<file path="src/rtl/console_sequencer_pkg.sv">
// rtl/console_sequencer_pkg.sv - shared console state enum, display selects and PC increment helper.
// Build option CONSOLE_DEP_AUTOINC_EN adds the post-deposit PC increment state.
package console_sequencer_pkg;

   typedef enum logic [2:0] {
      ST_IDLE,
      ST_RUN,
      ST_STOPPING,
      ST_HALTED,
      ST_STEP,
      ST_DEP_REQ
`ifdef CONSOLE_DEP_AUTOINC_EN
      , ST_DEP_INC
`endif
   } console_state_e;

   localparam logic [1:0] DISP_PC = 2'b00;
   localparam logic [1:0] DISP_AC = 2'b01;
   localparam logic [1:0] DISP_MA = 2'b10;
   localparam logic [1:0] DISP_MB = 2'b11;

   // 12-bit wrap gives 7777 -> 0000 for free
   function automatic logic [11:0] pc_next(input logic [11:0] addr);
      return addr + 12'd1;
   endfunction

endpackage

</file>
<file path="src/rtl/console_disp_mux.sv">
// rtl/console_disp_mux.sv - registered front-panel display selector and link lamp.
module console_disp_mux
   import console_sequencer_pkg::*;
(
   input  logic        clock,
   input  logic        reset,
   input  logic [1:0]  dispsel,
   input  logic [11:0] cpu_pc,
   input  logic [11:0] cpu_ac,
   input  logic [11:0] cpu_ma,
   input  logic [11:0] cpu_mb,
   input  logic        cpu_link,
   output logic [11:0] dispout,
   output logic        linkout
);

   always_ff @(posedge clock) begin
      if (reset) begin
         dispout <= '0;
         linkout <= 1'b0;
      end else begin
         linkout <= cpu_link;
         case (dispsel)
            DISP_PC: dispout <= cpu_pc;
            DISP_AC: dispout <= cpu_ac;
            DISP_MA: dispout <= cpu_ma;
            default: dispout <= cpu_mb;
         endcase
      end
   end

endmodule

</file>
<file path="src/rtl/console_sequencer.sv">
// rtl/console_sequencer.sv - front-panel console sequencer: run/stop/step/load/deposit control.
// CONSOLE_DEP_AUTOINC_EN: when defined, a deposit is followed by a PC load of address+1.
module console_sequencer
   import console_sequencer_pkg::*;
(
   input  logic        clock,
   input  logic        reset,
   input  logic [11:0] swreg,
   input  logic        run,
   input  logic        loadpc,
   input  logic        loadac,
   input  logic        step,
   input  logic        deposit,
   input  logic [1:0]  dispsel,
   output logic [11:0] dispout,
   output logic        linkout,
   input  logic [11:0] cpu_pc,
   input  logic [11:0] cpu_ac,
   input  logic [11:0] cpu_ma,
   input  logic [11:0] cpu_mb,
   input  logic        cpu_link,
   input  logic        cpu_done,
   input  logic        cpu_halt,
   output logic        cpu_go,
   output logic        pc_load,
   output logic        ac_load,
   output logic [11:0] pc_data,
   output logic [11:0] ac_data,
   output logic        mem_wr_req,
   output logic [11:0] mem_addr,
   output logic [11:0] mem_wdata,
   input  logic        mem_wr_ack,
   output logic        busy
);

   console_state_e state;

   logic panel_ok;
   logic fire_pc;
   logic fire_ac;
   logic fire_dep;
   logic fire_step;
   logic dep_inc;

   // Panel pulses only act in IDLE with run low; lower-priority pulses are dropped.
   assign panel_ok  = !reset && (state == ST_IDLE) && !run;
   assign fire_pc   = panel_ok && loadpc;
   assign fire_ac   = panel_ok && !loadpc && loadac;
   assign fire_dep  = panel_ok && !loadpc && !loadac && deposit;
   assign fire_step = panel_ok && !loadpc && !loadac && !deposit && step;

`ifdef CONSOLE_DEP_AUTOINC_EN
   assign dep_inc = !reset && (state == ST_DEP_INC);
`else
   assign dep_inc = 1'b0;
`endif

   assign busy = (state != ST_IDLE);

   always_comb begin
      pc_load = fire_pc || dep_inc;
      pc_data = '0;
      if (fire_pc)
         pc_data = swreg;
      else if (dep_inc)
         pc_data = pc_next(mem_addr);
      ac_load = fire_ac;
      ac_data = fire_ac ? swreg : '0;
   end

   always_ff @(posedge clock) begin
      if (reset) begin
         state      <= ST_IDLE;
         cpu_go     <= 1'b0;
         mem_wr_req <= 1'b0;
         mem_addr   <= '0;
         mem_wdata  <= '0;
      end else begin
         cpu_go     <= 1'b0;
         mem_wr_req <= 1'b0;
         case (state)
            ST_IDLE: begin
               if (run) begin
                  state  <= ST_RUN;
                  cpu_go <= 1'b1;
               end else if (fire_dep) begin
                  state      <= ST_DEP_REQ;
                  mem_addr   <= cpu_pc;
                  mem_wdata  <= swreg;
                  mem_wr_req <= 1'b1;
               end else if (fire_step) begin
                  state  <= ST_STEP;
                  cpu_go <= 1'b1;
               end
            end
            ST_RUN: begin
               if (cpu_halt)
                  state <= ST_HALTED;
               else if (!run)
                  state <= ST_STOPPING;
               else
                  cpu_go <= 1'b1;
            end
            ST_STOPPING: begin
               if (cpu_done)
                  state <= ST_IDLE;
               else if (run) begin
                  state  <= ST_RUN;
                  cpu_go <= 1'b1;
               end
            end
            ST_HALTED: begin
               if (!run)
                  state <= ST_IDLE;
            end
            ST_STEP: begin
               if (cpu_done || cpu_halt)
                  state <= ST_IDLE;
            end
            ST_DEP_REQ: begin
               if (mem_wr_ack)
`ifdef CONSOLE_DEP_AUTOINC_EN
                  state <= ST_DEP_INC;
`else
                  state <= ST_IDLE;
`endif
               else
                  mem_wr_req <= 1'b1;
            end
`ifdef CONSOLE_DEP_AUTOINC_EN
            ST_DEP_INC: state <= ST_IDLE;
`endif
            default: state <= ST_IDLE;
         endcase
      end
   end

   console_disp_mux u_disp (
      .clock    (clock),
      .reset    (reset),
      .dispsel  (dispsel),
      .cpu_pc   (cpu_pc),
      .cpu_ac   (cpu_ac),
      .cpu_ma   (cpu_ma),
      .cpu_mb   (cpu_mb),
      .cpu_link (cpu_link),
      .dispout  (dispout),
      .linkout  (linkout)
   );

endmodule

</file>
<file path="config.mk">
export PLATFORM = sky130hd
export DESIGN_NAME = console_sequencer
export DESIGN_NICKNAME = d
export VERILOG_FILES = /design/src/rtl/console_sequencer_pkg.sv /design/src/rtl/console_disp_mux.sv /design/src/rtl/console_sequencer.sv
export SDC_FILE = /design/constraint.sdc
export NUM_CORES = 1
export LEC_CHECK = 0
export ABC_CLOCK_PERIOD_IN_PS = 4700
export BUFFER_PORTS_ARGS = -buffer_cell sky130_fd_sc_hd__buf_2
export CORE_ASPECT_RATIO = 0.75
export CORE_MARGIN = 2
export CORE_UTILIZATION = 45
export CTS_CLUSTER_DIAMETER = 80
export DETAILED_ROUTE_END_ITERATION = 12
export GPL_TIMING_DRIVEN = 0
export PLACE_DENSITY = 0.95
export SLEW_MARGIN = 20
export SYNTH_ARGS = -nofsm -noshare
export SYNTH_HDL_FRONTEND = slang
export SYNTH_HIERARCHICAL = 1
export SYNTH_SLANG_ARGS = --single-unit
</file>
<file path="constraint.sdc">
create_clock -name clock -period 4.7 [get_ports clock]
set_input_delay 0.705 -clock clock [delete_from_list [all_inputs] [get_ports clock]]
set_output_delay 0.705 -clock clock [all_outputs]
set_load 0.02 [all_outputs]
</file>
==> Word level (Yosys, flattened, before mapping) <==
Index checks and enable logic that the tools add are counted.
{ "word_totals": {"input_bits": 73, "register_bits": 42, "elab_cells": 66, "out_inout_bits": 66} }
{ "classes": {"n_bitwise": 1, "muxes": 25, "n_eq_ne": 13, "reduce_logical": 20} }
{ "op_table": {"columns": ["cell", "n"], "rows": [
  ["$pmux 12 s3", 1],
  ["$mux 3", 10],
  ["$mux 12", 2],
  ["$pmux 3 s6", 1],
  ["$logic_and 1x1->1", 9],
  ["$mux 1", 9],
  ["$eq 3x2->1 const B", 2],
  ["$eq 3x3->1 const B", 2],
  ["$ne 2x2->1 const B", 3],
  ["$ne 3x3->1 const B", 2],
  ["$reduce_and 6->1", 1],
  ["$logic_not 1->1", 5],
  ["$ne 4x4->1 const B", 1],
  ["$eq 3x1->1 const B", 1],
  ["$logic_not 3->1", 1],
  ["$pmux 1 s3", 1],
  ["$reduce_and 3->1", 1],
  ["$reduce_bool 3->1", 1],
  ["$eq 2x1->1 const B", 1],
  ["$eq 2x2->1 const B", 1],
  ["$logic_not 2->1", 1],
  ["$pmux 1 s2", 1],
  ["$logic_or 1x1->1", 1],
  ["$not 1->1", 1]
]} }

==> Depth between registers and ports, before layout <==
{ "logic_depth": {"depth_word": 11, "ltp_mapped": 7, "ltp_nobuf": 4} }

==> Cells and area by module <==
Netlist, hierarchy kept.
{ "by_module_without_submodules": {"columns": ["module", "seq_area_each_um2", "area_each_um2", "instances", "cells_per_inst"], "rows": [
  ["console_sequencer", 580.6, 1418.9, 1, 180],
  ["console_disp_mux", 260.2, 661.9, 1, 57]
]} }

==> Worst setup path after synthesis <==
Ideal clock, no wire load.
{ "synth_timing": {"path_type": "register to output", "startpoint": "reg state[2]", "endpoint": "out ac_data[10]", "arrival_time_ps": 1816, "path_buffers": 2, "slack_ps": 2179, "stages_incl_launch_ff": 7, "t_required_ps": 3995, "cell_sequence": "dfxtp_1 > buf_6 > or3_4 > or2_4 > nor4b_4 > buf_6 > and2_1"} }
{ "synth_via": {"elab_chain_len": 6} }
{ "synth_rtl": {"columns": ["item", "line_no", "text"], "rows": [
  ["start: declaration", "console_sequencer.sv:36", "console_state_e state;"],
  ["start signal: assignment", "console_sequencer.sv:73", "state <= ST_IDLE;"],
  ["start signal: assignment", "console_sequencer.sv:84", "state <= ST_RUN;"],
  ["start signal: assignment", "console_sequencer.sv:87", "state <= ST_DEP_REQ;"],
  ["$logic_not 3->1", "console_sequencer.sv:46", "assign panel_ok = !reset && (state == ST_IDLE) && !run;"],
  ["$logic_and 1x1->1 (2 in series)", "console_sequencer.sv:46", null],
  ["$logic_and 1x1->1 (2 in series)", "console_sequencer.sv:48", "assign fire_ac = panel_ok && !loadpc && loadac;"],
  ["net ac_load", "console_sequencer.sv:26", "output logic ac_load,"],
  ["$mux 12", "console_sequencer.sv:68", "ac_data = fire_ac ? swreg : '0;"],
  ["end: declaration", "console_sequencer.sv:28", "output logic [11:0] ac_data,"]
]} }
The timed path passes the listed nets, and every way through them passes these cells.

==> Worst setup path after layout <==
{ "layout_timing": {"startpoint": "reg state[2]", "endpoint": "out ac_data[5]"} }
{ "layout_via": {"elab_chain_len": 6} }
{ "layout_rtl": {"columns": ["item", "line_no"], "rows": [
  ["$logic_not 3->1", "console_sequencer.sv:46"],
  ["$logic_and 1x1->1 (2 in series)", "console_sequencer.sv:46"],
  ["$logic_and 1x1->1 (2 in series)", "console_sequencer.sv:48"],
  ["$mux 12", "console_sequencer.sv:68"]
]} }
Every way passes these cells.

==> impl_results.md <==
- Syn nets: 310
- Data required, critical path: 3.99 ns
- Remaining DRCs: 0
- Mapped Cells: 237
- Die area: 5190 µm²
- Die Y: 62.9 µm
- Max FO, Critical Path: 10
- Pwr per Cell Area: ~290 nW/µm²
- Critical path arrival: approximately 2.3 ns
- DR iter-0 viols: 135
- Layout cell share with drive strength beyond 1: 42.1%
- Rows: 21
- Fmax: 338 MHz
- Min Tclk post-route: 2.96 ns
- Crit path largest cell delay: 0.40 ns
- Core area: 4470 µm²
- Global-route wire length before repair: 9.27 mm
- Post-detail-place hpwl: 4.86 mm
- Flop pwr share: 44.6%
- Crit. Startpoint: state[2]
- Critical path class: reg2out
- Mapped Avg Cell Area: ~8.8 µm²
- Number of global-route vias before repair: 2,031
- Crit. End Element: output pin
- Final setup fails: 0
- Clock group share of total power: 28.1%
- Switch share: between 30% and 40%
- WL final: 6.29 mm
- Grt total ovfl: 0
- Mapped Area: 2080 µm²
- Reg clk slew, reported paths: 0.08 ns
- I/O Buffers: roughly 140
- Hold path depth: 2
- Slew HR: 66.8%
- FF-to-FF End: mem_addr[9]
- Vias per inst: 5.20
- Critical Path Source Type: register
- Gr usage total: approximately 23%
- CTS tree: built
- Reg2Reg Depth: 6
- Number of synthesis warnings: 6
- Measured slew at the worst slew-check pin: 0.498 ns
- Final period util: 63.0%
- Simple-gate portion of the synthesized area: 26.7%
- Most used cell, CP: buf_6
- Mux cell area share after synthesis: 12.0%
- PostCTS Resize Cnt: 0
- Largest family of logic cells by synthesized area: simple AND/OR/NAND/NOR gates
- Max clock buf depth: 2
- CP max stage cell: or3_4
- Fin Setup TNS: 0 ns
- Fin nets: 454
- Post-synth EDFFs: 0
- Postcts setup bufs: 0
- Worst hold path type: reg2reg
- Ant. Diodes: 0
- Final antenna-violating net count: 0
- GPL Wtd Cong: 0.823
- Root buf cell: clkbuf_8
- Drt first pass iters: 4
- Logic pwr share: 27.2%
- Final Slew Violations: 0
- Count of cell types in the netlist: 38
- Sequential area share after synthesis: 40.4%
- P_int: 597 µW
- Final Hold Viols: 0
- H-tree depth: 2
- Routed vias: ~2,300
- Post-synthesis adder-cell area fraction: 0%
- R2R Setup Slk: 2.76 ns
- Clock sinks: between 40 and 50
- Die width: 82.5 µm
- I/O Pins: around 140
- Area delta synth->final: 40.9%
- Clk_skew: 0.00808 ns
- Static Leak: 1.48 nW
- Status: completed
- RSZ-0062 raised after global routing: false
- Worst vdd ir: approximately 140 µV
- Starting Density: between 40% and 50%
- NetSw: between 200 and 300 µW
- Synth Flop Type: dfxtp_1
- Final Power: 860 µW
- Worst R2R Start: state[2]
- Synth Register Bits: 42
- Cts hold-fix bufs: 0
- Worst skew pair latency: 0.29 ns
- TritonCTS Buffers: 5
- Compound-Gate Fraction of Synth Area: 14.2%
- Crit path cell chain: buf_6, or3_4, or2_4, nor4b_4, buf_6, and2_1, buf_2
- Largest net degree at the start of global routing: 14
- Critical path capture point: ac_data[5]
- Initial antenna violation count: 0
- Post-synthesis xor/xnor area fraction: 0%
- Avg WL per Cell: around 14 µm
- MaxCap Viol Count: 0
- Synth async-reset ratio: 0%
## worst min-delay path by stage
stage / startpoint / to / slack (ns)
after floorplan: state[0] / mem_wr_req / 0.53
after global placement: mem_wdata[6] / mem_wdata[6] / 0.44
after detailed placement: mem_wdata[11] / mem_wdata[11] / 0.44
after CTS: mem_wdata[7] / mem_wdata[7] / 0.45
after global routing: mem_wdata[11] / mem_wdata[11] / 0.47
final: mem_wdata[11] / mem_wdata[11] / 0.45
## flip-flops by register name, summed over array words and instances, names as in the netlist
register        count
mem_wdata          12
u_disp/dispout     12
mem_wr_req          1
mem_addr           12
state               3
cpu_go              1
u_disp/linkout      1
## kinds of logic (layout without fill, tap and decap cells)
group	count (synthesis)	after routing
mux	25	25
simple gates	101	101
flops	42	42
buf+inv	19	164
compound gates	50	50
## synth_stat cells (all sizes together), types with 2 or more instances
master / n / area, µm²
or2: 2 / 15.0
nand2: 49 / 184
nor4b: 2 / 32.5
a21oi: 28 / 140
nor2b: 3 / 18.8
o22ai: 12 / 75.1
nand2b: 3 / 18.8
mux2i: 25 / 250
and2: 25 / 156
clkbuf: 8 / 30.0
nor2: 4 / 15.0
nand4b: 2 / 17.5
dfxtp: 42 / 841
a211o: 2 / 17.5
nand3: 2 / 10.0
buf: 10 / 105
## layout make-up
cell class | count | area [µm²]
Buffer | 18 | 135
Clock buffer | 6 | 82.6
Clock inverter | 2 | 12.5
Fill cell | 381 | 1530
Inverter | 1 | 3.75
Multi-Input combinational cell | 176 | 1100
Sequential cell | 42 | 841
Tap cell | 57 | 71.3
Timing Repair Buffer | 137 | 686
## critical path: cells and delay by family, from the launching register on
family | cells | cell delay, ns
buffers and inverters | 3 | 0.48
flip-flops | 1 | 0.31
AND/OR/NAND/NOR | 4 | 1.17
## cell usage in the layout (no fill, tap or decap), types with 2 or more instances in the layout
cell / netlist / layout
nor2_1: 4 / 4
nand2_1: 49 / 49
nor2b_1: 3 / 3
nand3_1: 2 / 2
and2_1: 25 / 25
a211o_1: 2 / 2
buf_6: 4 / 4
clkbuf_1: 8 / 8
buf_12: 2 / 2
mux2i_1: 25 / 25
clkbuf_8: 0 / 6
a21oi_1: 28 / 28
nand4b_1: 2 / 2
dfxtp_1: 42 / 42
buf_2: 4 / 141
o22ai_1: 12 / 12
nand2b_1: 3 / 3
## per-stage QoR
| stage | util (%) | cell area (µm²) | std cells | hold WS [ns] | setup WS (ns) |
|---|---|---|---|---|---|
| 5_1_grt | 65.7 | 2930 | 439 | 0.468 | 1.63 |
| 3_5_place_dp | 63.5 | 2840 | 431 | 0.443 | 2.00 |
| 4_1_cts | 65.7 | 2930 | 439 | 0.454 | 1.73 |
| 2_1_floorplan | - | 2080 | 237 | 0.528 | 2.18 |
| 6_report | 65.7 | 2930 | 439 | 0.455 | 1.74 |
| 3_3_place_gp | 63.5 | 2840 | 431 | 0.439 | 2.03 |
## metal layers
layer,global-route usage [%],vias to the layer above,wire length [µm]
li1,-,1108,-
met1,26.8,1047,2580
met2,41.3,116,3020
met3,5.78,13,585
met4,6.56,0,107
met5,0,-,0
## power groups by stage
stage | Sequential [mW] | Combinational, mW | Clock (mW)
2_1_floorplan | 0.408 | 0.132 | 0
3_3_place_gp | 0.391 | 0.228 | 0
3_5_place_dp | 0.392 | 0.231 | 0
4_1_cts | 0.384 | 0.233 | 0.249
5_1_grt | 0.387 | 0.251 | 0.271
6_report | 0.384 | 0.234 | 0.242
Power figures use the tool's default switching activity.
